<file path="src/rtl/mem_pkg.sv">
// Shared constants and request type for the two-port memory request scheduler.
package mem_pkg;

  localparam int unsigned BANK_SEL_W = 2;
  localparam int unsigned RD_LAT_MIN = 1;
  localparam int unsigned RD_LAT_MAX = 4;
  localparam int unsigned REQ_ADDR_W = 8;
  localparam int unsigned REQ_DATA_W = 12;

  typedef struct packed {
    logic                  we;
    logic [REQ_ADDR_W-1:0] addr;
    logic [REQ_DATA_W-1:0] wdata;
  } mem_req_t;

  function automatic int unsigned clamp_latency(input int unsigned lat);
    if (lat < RD_LAT_MIN) return RD_LAT_MIN;
    if (lat > RD_LAT_MAX) return RD_LAT_MAX;
    return lat;
  endfunction

endpackage

</file>
<file path="src/rtl/rd_valid_pipe.sv">
// Read-valid delay line: a read issued on the memory side emerges as valid LATENCY cycles later.
module rd_valid_pipe
  import mem_pkg::*;
#(
  parameter int unsigned LATENCY = 1
) (
  input  logic clk,
  input  logic rst,
  input  logic issue,
  output logic valid
);

  localparam int unsigned DEPTH = clamp_latency(LATENCY);

  logic [DEPTH-1:0] sr;

  always_ff @(posedge clk or posedge rst) begin
    if (rst) begin
      sr <= '0;
    end else begin
      sr[0] <= issue;
      for (int unsigned i = 1; i < DEPTH; i++) begin
        sr[i] <= sr[i-1];
      end
    end
  end

  always_comb begin
    valid = sr[DEPTH-1];
  end

endmodule

</file>
<file path="src/rtl/mem_req_scheduler.sv">
// Two-requester front end for a dual-port memory: round-robin arbitration on
// same-address hazards, registered issue, and per-port read-valid tracking.
module mem_req_scheduler #(
  parameter int unsigned DATA_W     = 12,
  parameter int unsigned ADDR_W     = 8,
  parameter int unsigned RD_LATENCY = 1,
  parameter int unsigned CNT_W      = 16
) (
  input  logic              clk,
  input  logic              rst,
  input  logic              i_req_a,
  input  logic              i_we_a,
  input  logic [ADDR_W-1:0] i_addr_a,
  input  logic [DATA_W-1:0] i_wdata_a,
  output logic              o_gnt_a,
  output logic              o_rvalid_a,
  output logic [DATA_W-1:0] o_rdata_a,
  input  logic              i_req_b,
  input  logic              i_we_b,
  input  logic [ADDR_W-1:0] i_addr_b,
  input  logic [DATA_W-1:0] i_wdata_b,
  output logic              o_gnt_b,
  output logic              o_rvalid_b,
  output logic [DATA_W-1:0] o_rdata_b,
  output logic              o_en_a,
  output logic              o_we_a,
  output logic [ADDR_W-1:0] o_addr_a,
  output logic [DATA_W-1:0] o_din_a,
  input  logic [DATA_W-1:0] i_dout_a,
  output logic              o_en_b,
  output logic              o_we_b,
  output logic [ADDR_W-1:0] o_addr_b,
  output logic [DATA_W-1:0] o_din_b,
  input  logic [DATA_W-1:0] i_dout_b,
  output logic [CNT_W-1:0]  o_conflict_cnt
);

  localparam logic [CNT_W-1:0] CNT_ONE = CNT_W'(1);

  logic collision;
  logic ptr_q;

  // Only a same-address pair involving a write is a hazard; read/read and
  // same-bank/different-address pairs go through together.
  always_comb begin
    collision = i_req_a & i_req_b & (i_addr_a == i_addr_b) & (i_we_a | i_we_b);
    o_gnt_a   = ~rst & i_req_a & (~collision | ~ptr_q);
    o_gnt_b   = ~rst & i_req_b & (~collision | ptr_q);
  end

  always_ff @(posedge clk or posedge rst) begin
    if (rst) begin
      ptr_q          <= 1'b0;
      o_conflict_cnt <= '0;
    end else if (collision) begin
      ptr_q <= ~ptr_q;
      if (o_conflict_cnt != '1) begin
        o_conflict_cnt <= o_conflict_cnt + CNT_ONE;
      end
    end
  end

  always_ff @(posedge clk or posedge rst) begin
    if (rst) begin
      o_en_a   <= 1'b0;
      o_we_a   <= 1'b0;
      o_addr_a <= '0;
      o_din_a  <= '0;
      o_en_b   <= 1'b0;
      o_we_b   <= 1'b0;
      o_addr_b <= '0;
      o_din_b  <= '0;
    end else begin
      o_en_a <= o_gnt_a;
      o_we_a <= o_gnt_a & i_we_a;
      o_en_b <= o_gnt_b;
      o_we_b <= o_gnt_b & i_we_b;
      if (o_gnt_a) begin
        o_addr_a <= i_addr_a;
        o_din_a  <= i_wdata_a;
      end
      if (o_gnt_b) begin
        o_addr_b <= i_addr_b;
        o_din_b  <= i_wdata_b;
      end
    end
  end

  rd_valid_pipe #(.LATENCY(RD_LATENCY)) u_rd_pipe_a (
    .clk   (clk),
    .rst   (rst),
    .issue (o_en_a & ~o_we_a),
    .valid (o_rvalid_a)
  );

  rd_valid_pipe #(.LATENCY(RD_LATENCY)) u_rd_pipe_b (
    .clk   (clk),
    .rst   (rst),
    .issue (o_en_b & ~o_we_b),
    .valid (o_rvalid_b)
  );

  // Read data is a straight passthrough, forced to zero only while in reset.
  always_comb begin
    o_rdata_a = rst ? '0 : i_dout_a;
    o_rdata_b = rst ? '0 : i_dout_b;
  end

endmodule
</file>
<file path="config.mk">
export PLATFORM = sky130hd
export DESIGN_NAME = mem_req_scheduler
export DESIGN_NICKNAME = d
export VERILOG_FILES = /design/src/rtl/mem_pkg.sv /design/src/rtl/rd_valid_pipe.sv /design/src/rtl/mem_req_scheduler.sv
export SDC_FILE = /design/constraint.sdc
export NUM_CORES = 1
export LEC_CHECK = 0
export CORE_MARGIN = 5
export CORE_UTILIZATION = 35
export DETAILED_ROUTE_END_ITERATION = 12
export DONT_BUFFER_PORTS = 1
export SLEW_MARGIN = 15
export SYNTH_ARGS = -nofsm -noshare
export SYNTH_HDL_FRONTEND = slang
export SYNTH_SLANG_ARGS = --single-unit
</file>
<file path="constraint.sdc">
create_clock -name clk -period 8.7 [get_ports clk]
set_clock_uncertainty 0.2 [all_clocks]
set_input_delay 1.74 -clock clk [delete_from_list [all_inputs] [get_ports clk]]
set_output_delay 1.74 -clock clk [all_outputs]
set_load 0.01 [all_outputs]
</file>
Word level (Yosys, flattened, before mapping)
Index checks and enable logic that the tools add are counted.
{ "totals": {"register_bits": 63, "inputBits": 70, "word_cells": 37, "out_inout_bits": 88} }
{ "classes": {"n_bitwise": 19, "n_eq_ne": 2, "n_addsub": 1, "n_mux": 2, "reduce_logical": 1} }
{ "ops": {"columns": ["operator", "n"], "rows": [
  ["$mux W12", 2],
  ["$add A16 B1 Y16 const B", 1],
  ["$ne A16 B16 Y1 const B", 1],
  ["$and A1 B1 Y1", 11],
  ["$eq A8 B8 Y1", 1],
  ["$not A1 Y1", 5],
  ["$or A1 B1 Y1", 3],
  ["$reduce_and A2 Y1", 1]
]} }

Logic depth before layout (Yosys ltp)
{ "depth": {"word_depth": 7, "depth_mapped": 7, "ltp_nobuf": 6} }

By module
A second synthesis with hierarchy kept.
{ "hier_totals": {"hier_cells": 217, "hier_area_um2": 2862.7} }
{ "by_module_without_submodules": {"columns": ["mod", "area_per_inst_um2", "cells_each", "instances", "seq_area_each_um2"], "rows": [
  ["mem_req_scheduler", 2805.2, 213, 1, 1526.5],
  ["rd_valid_pipe", 28.8, 2, 2, 25.0]
]} }

Least setup slack after synthesis
No wires, ideal clock.
{ "synth_path": {"kind": "input port to output port", "from": "input port rst", "to": "output port o_gnt_a", "arrival_time_ps": 3791, "cell_stages": 4, "slack_ps": 2969, "required_time_ps": 6760, "path_buffers": 1, "cell_sequence": "inv_1 > o211ai_2 > buf_4 > inv_1"} }
{ "synth_between": {"elab_chain_len": 3} }
{ "synth_rtl": {"columns": ["element", "line", "source"], "rows": [
  ["start, declared", "mem_req_scheduler.sv:10", "input logic rst,"],
  ["$not A1 Y1", "mem_req_scheduler.sv:47", "o_gnt_a = ~rst & i_req_a & (~collision | ~ptr_q);"],
  ["$and A1 B1 Y1 (2 in a row)", "mem_req_scheduler.sv:47", null],
  ["end, declared", "mem_req_scheduler.sv:15", "output logic o_gnt_a,"]
]} }
No other way between the ends.

Worst setup path after layout
{ "layout_path": {"from": "input port i_addr_b[3]", "to": "output port o_gnt_b"} }
{ "layout_between": {"elab_chain_len": 6} }
{ "layout_rtl": {"columns": ["element", "line", "source"], "rows": [
  ["start, declared", "mem_req_scheduler.sv:20", "input logic [ADDR_W-1:0] i_addr_b,"],
  ["$eq A8 B8 Y1", "mem_req_scheduler.sv:46", "collision = i_req_a & i_req_b & (i_addr_a == i_addr_b) & (i_we_a | i_we_b);"],
  ["$and A1 B1 Y1 (2 in a row)", "mem_req_scheduler.sv:46", null],
  ["$not A1 Y1", "mem_req_scheduler.sv:48", "o_gnt_b = ~rst & i_req_b & (~collision | ptr_q);"],
  ["$or A1 B1 Y1", "mem_req_scheduler.sv:48", null],
  ["$and A1 B1 Y1", "mem_req_scheduler.sv:48", null],
  ["end, declared", "mem_req_scheduler.sv:22", "output logic o_gnt_b,"]
]} }
No other way between the ends.

==> summary.txt <==
Setup path
  • Crit-path cells: xnor2_1 > o2111ai_1 > or4_1 > o211a_4
  • Worst path slowest cell: or4_1
  • Worst reg2reg path depth: 6
  • Top delay family on crit path: simple AND/OR/NAND/NOR gates
  • CP Class: input pin to primary output
  • Crit path max fanout: 23
  • CP peak stage delay: 800 ps
  • CP required: 6760 ps
  • R2r setup slk: 6110 ps
  • Arr. time, crit path: 3440 ps
  • Crit path buf inv count: 0
  • Reg2reg start: o_conflict_cnt[0]$_DFFE_PP0P_
  • Crit. End Element: primary output
  • R2r endpoint: o_conflict_cnt[1]$_DFFE_PP0P_
  • CP startpoint kind: input pin

Synthesis
  • Synth Register Bits: 63
  • Share of flip-flops with an asynchronous set or reset: 1.000
  • Netlist cell types: 30
  • Post-synth EDFFs: 0
  • Syn Inst Count: 215
  • Average cell area after synthesis: 13.28 um^2
  • Syn Nets: 286
  • Post-synthesis sequential area ratio: 0.5521
  • Synth Flop Type: dfrtp_1
  • Synth warn: 0
  • Post-Syn Area: 2855 um^2

Drt
  • Total Routed Length: 6234 um
  • Vias per inst: 4.927
  • Top sig layer: met4
  • Wire length per cell: 18.95 um
  • 1st-pass router iterations: 3
  • Drt initial violations: 23
  • Detail Route Antenna Nets: 0
  • Met2 routed WL: 2995 um
  • Met3 wire len: 596 um
  • Via count: 1621
  • Drt drc: 0
  • WL met1: 2601 um

Cells and area
  • Ant. Diodes: 0
  • Fin nets: 290
  • Area Growth Syn to Fin: 9.728%
  • Share of cells above drive strength 1: 0.2857

Floorplanning
  • Chip height: 100.3 um
  • IO Pins: 158
  • Die Width: 100.3 um
  • Row count: 33
  • Core Region: 8093 um^2
  • Die footprint: 10060 um^2
  • Starting Density: 0.3528

Timing
  • Crit path time final: 5383 ps
  • RSZ-0062 raised after global routing: false
  • TNS Setup: 0 ps
  • Fin crit share: 0.6187
  • Final Hold Fails: 0
  • Worst Tran Pin Value: 681.3 ps
  • Setup violations, final: 0
  • Max Clk Rate: 0.1858 GHz
  • Slew margin rel.: 0.5458
  • Max Slew Vio Count: 0
  • Worst hold margin: 314.3 ps

Global route
  • Largest net degree at the start of global routing: 55
  • Antenna violations before repair: 0
  • Vias in the first global route: 1742
  • Grt total ovfl: 0
  • Global-route wire length before repair: 9494 um
  • Total track usage: 0.1239

CTS
  • Post_cts resized: 0
  • Num CTS Buffers: 9
  • Clock Tree Root: clkbuf_8
  • Worst-Skew Late Latency: 330 ps
  • Hold Buf Count CTS: 0
  • Setup Fix Bufs, Post-CTS: 0
  • CTS tree: built
  • Worst-path clk slew: 70 ps
  • Clock Path Buffers: 2
  • H-tree depth: 3
  • CTS Sinks: 63

Flow run
  • MaxCap Viol Count: 0

Placement
  • Detail Placement HPWL: 4710 um
  • GP Congestion: 0.7293
  • IO buf count: 0

Worst hold path
  • HP Start: o_we_a$_DFF_PP0_
  • Hold path depth: 1
  • WHS Endpoint: u_rd_pipe_a.valid$_DFF_PP0_
  • Min-delay worst type: flop to flop

Outcome
  • Status: finished, final reports clean

Pwr
  • Static Leak: 1.382 nW
  • Max VDD drop: 83.62 uV
  • Pwr dens: 214.6 nW/um^2
placed cells by master, fill, tap and decap left out, types with 2 or more instances in the layout:
master and instances:
inv_1 6, xor2_1 11, nand2_1 9, clkbuf_1 3
mux2_2 24, clkbuf_8 10, buf_4 2, nand4_1 2
mux2_4 18, xnor2_1 12, nor4_2 2, nor2_1 4
nor2b_1 27, nor3_1 5, nor4_1 4, nand3_1 5
or3_1 2, dfrtp_1 63
worst max path at each step:
stage	slack, ps	endpoint	start	cells past startpoint
finish	3320	o_gnt_b	i_addr_b[3]	4
global route	3190	o_gnt_b	i_addr_b[1]	4
CTS	3260	o_gnt_b	i_addr_b[1]	4
detailed placement	3270	o_gnt_b	i_addr_b[1]	4
global placement	3270	o_gnt_b	i_addr_b[1]	4
floorplan	2970	o_gnt_a	rst	4
power by group:
group          internal, mW  leakage, nW  switching (mW)
logic                0.0377        0.518          0.0253
registers             0.323        0.770          0.0364
clock network         0.140       0.0936           0.110
total                 0.501         1.38           0.172
stage by stage:
| step | cell area (um^2) | cells | total power [mW] | setup slack (ps) | util |
|---|---|---|---|---|---|
| after detailed placement | 2942 | 313 | 0.4296 | 3267 | 0.3635 |
| after floorplan | 2855 | 215 | 0.4155 | 2969 | - |
| final | 3133 | 329 | 0.6724 | 3317 | 0.3871 |
| after global placement | 2942 | 313 | 0.4281 | 3269 | 0.3635 |
| after CTS | 3133 | 329 | 0.6833 | 3263 | 0.3871 |
| after global routing | 3133 | 329 | 0.7050 | 3192 | 0.3871 |
routing by layer:
metal  vias up  track usage
met4         0      0.04041
met1       815       0.1618
met5         -            0
li1        735            -
met3         5      0.06463
met2        66       0.1769
Yosys cell counts (all sizes together) (2+ instances only):
master	n	area share
buf	7	0.018
clkbuf	2	0.0026
dfrtp	63	0.55
inv	7	0.0092
mux2	42	0.19
nand2	9	0.012
nand3	5	0.0088
nand4	2	0.0044
nor2	4	0.0053
nor2b	27	0.059
nor3	5	0.0088
nor4	6	0.018
nor4b	2	0.0083
or3	2	0.0044
xnor2	12	0.037
xor2	11	0.034
registers in the layout, summed over array words and instances, names as in the netlist, 8 cells and up:
name and cells:
o_addr_a 8, o_addr_b 8, o_conflict_cnt 16, o_din_b 12, o_din_a 12
area by class of cell:
cell class,count,area (um^2)
fillers,796,4960
flip-flops and latches,63,1577
multi-input cells,136,1192
clock buffers,13,148.9
well taps,105,131.4
clock inverters,3,42.54
inverters,7,26.28
repair buffers,2,15.01
worst register-to-register path, stage by stage, from the launching register on:
cell and delay [ps]:
dfrtp_1 460, ha_1 200, nand2_1 110, nor4_1 460, nor2b_1 600, nor2_1 150
mux2_2 300
logic make-up after synthesis:
kind of cell / count (synthesis) / share of synthesized area
AOI/OAI and AO/OA: 4 / 0.01534
xor gates and xnor gates: 23 / 0.07055
adders and majority gates: 1 / 0.004381
buffers and inverters: 16 / 0.03024
DFF: 63 / 0.5521
muxes: 42 / 0.1893
and+or+nand+nor: 66 / 0.1380
Note: power is estimated with default switching activity, not from simulation.
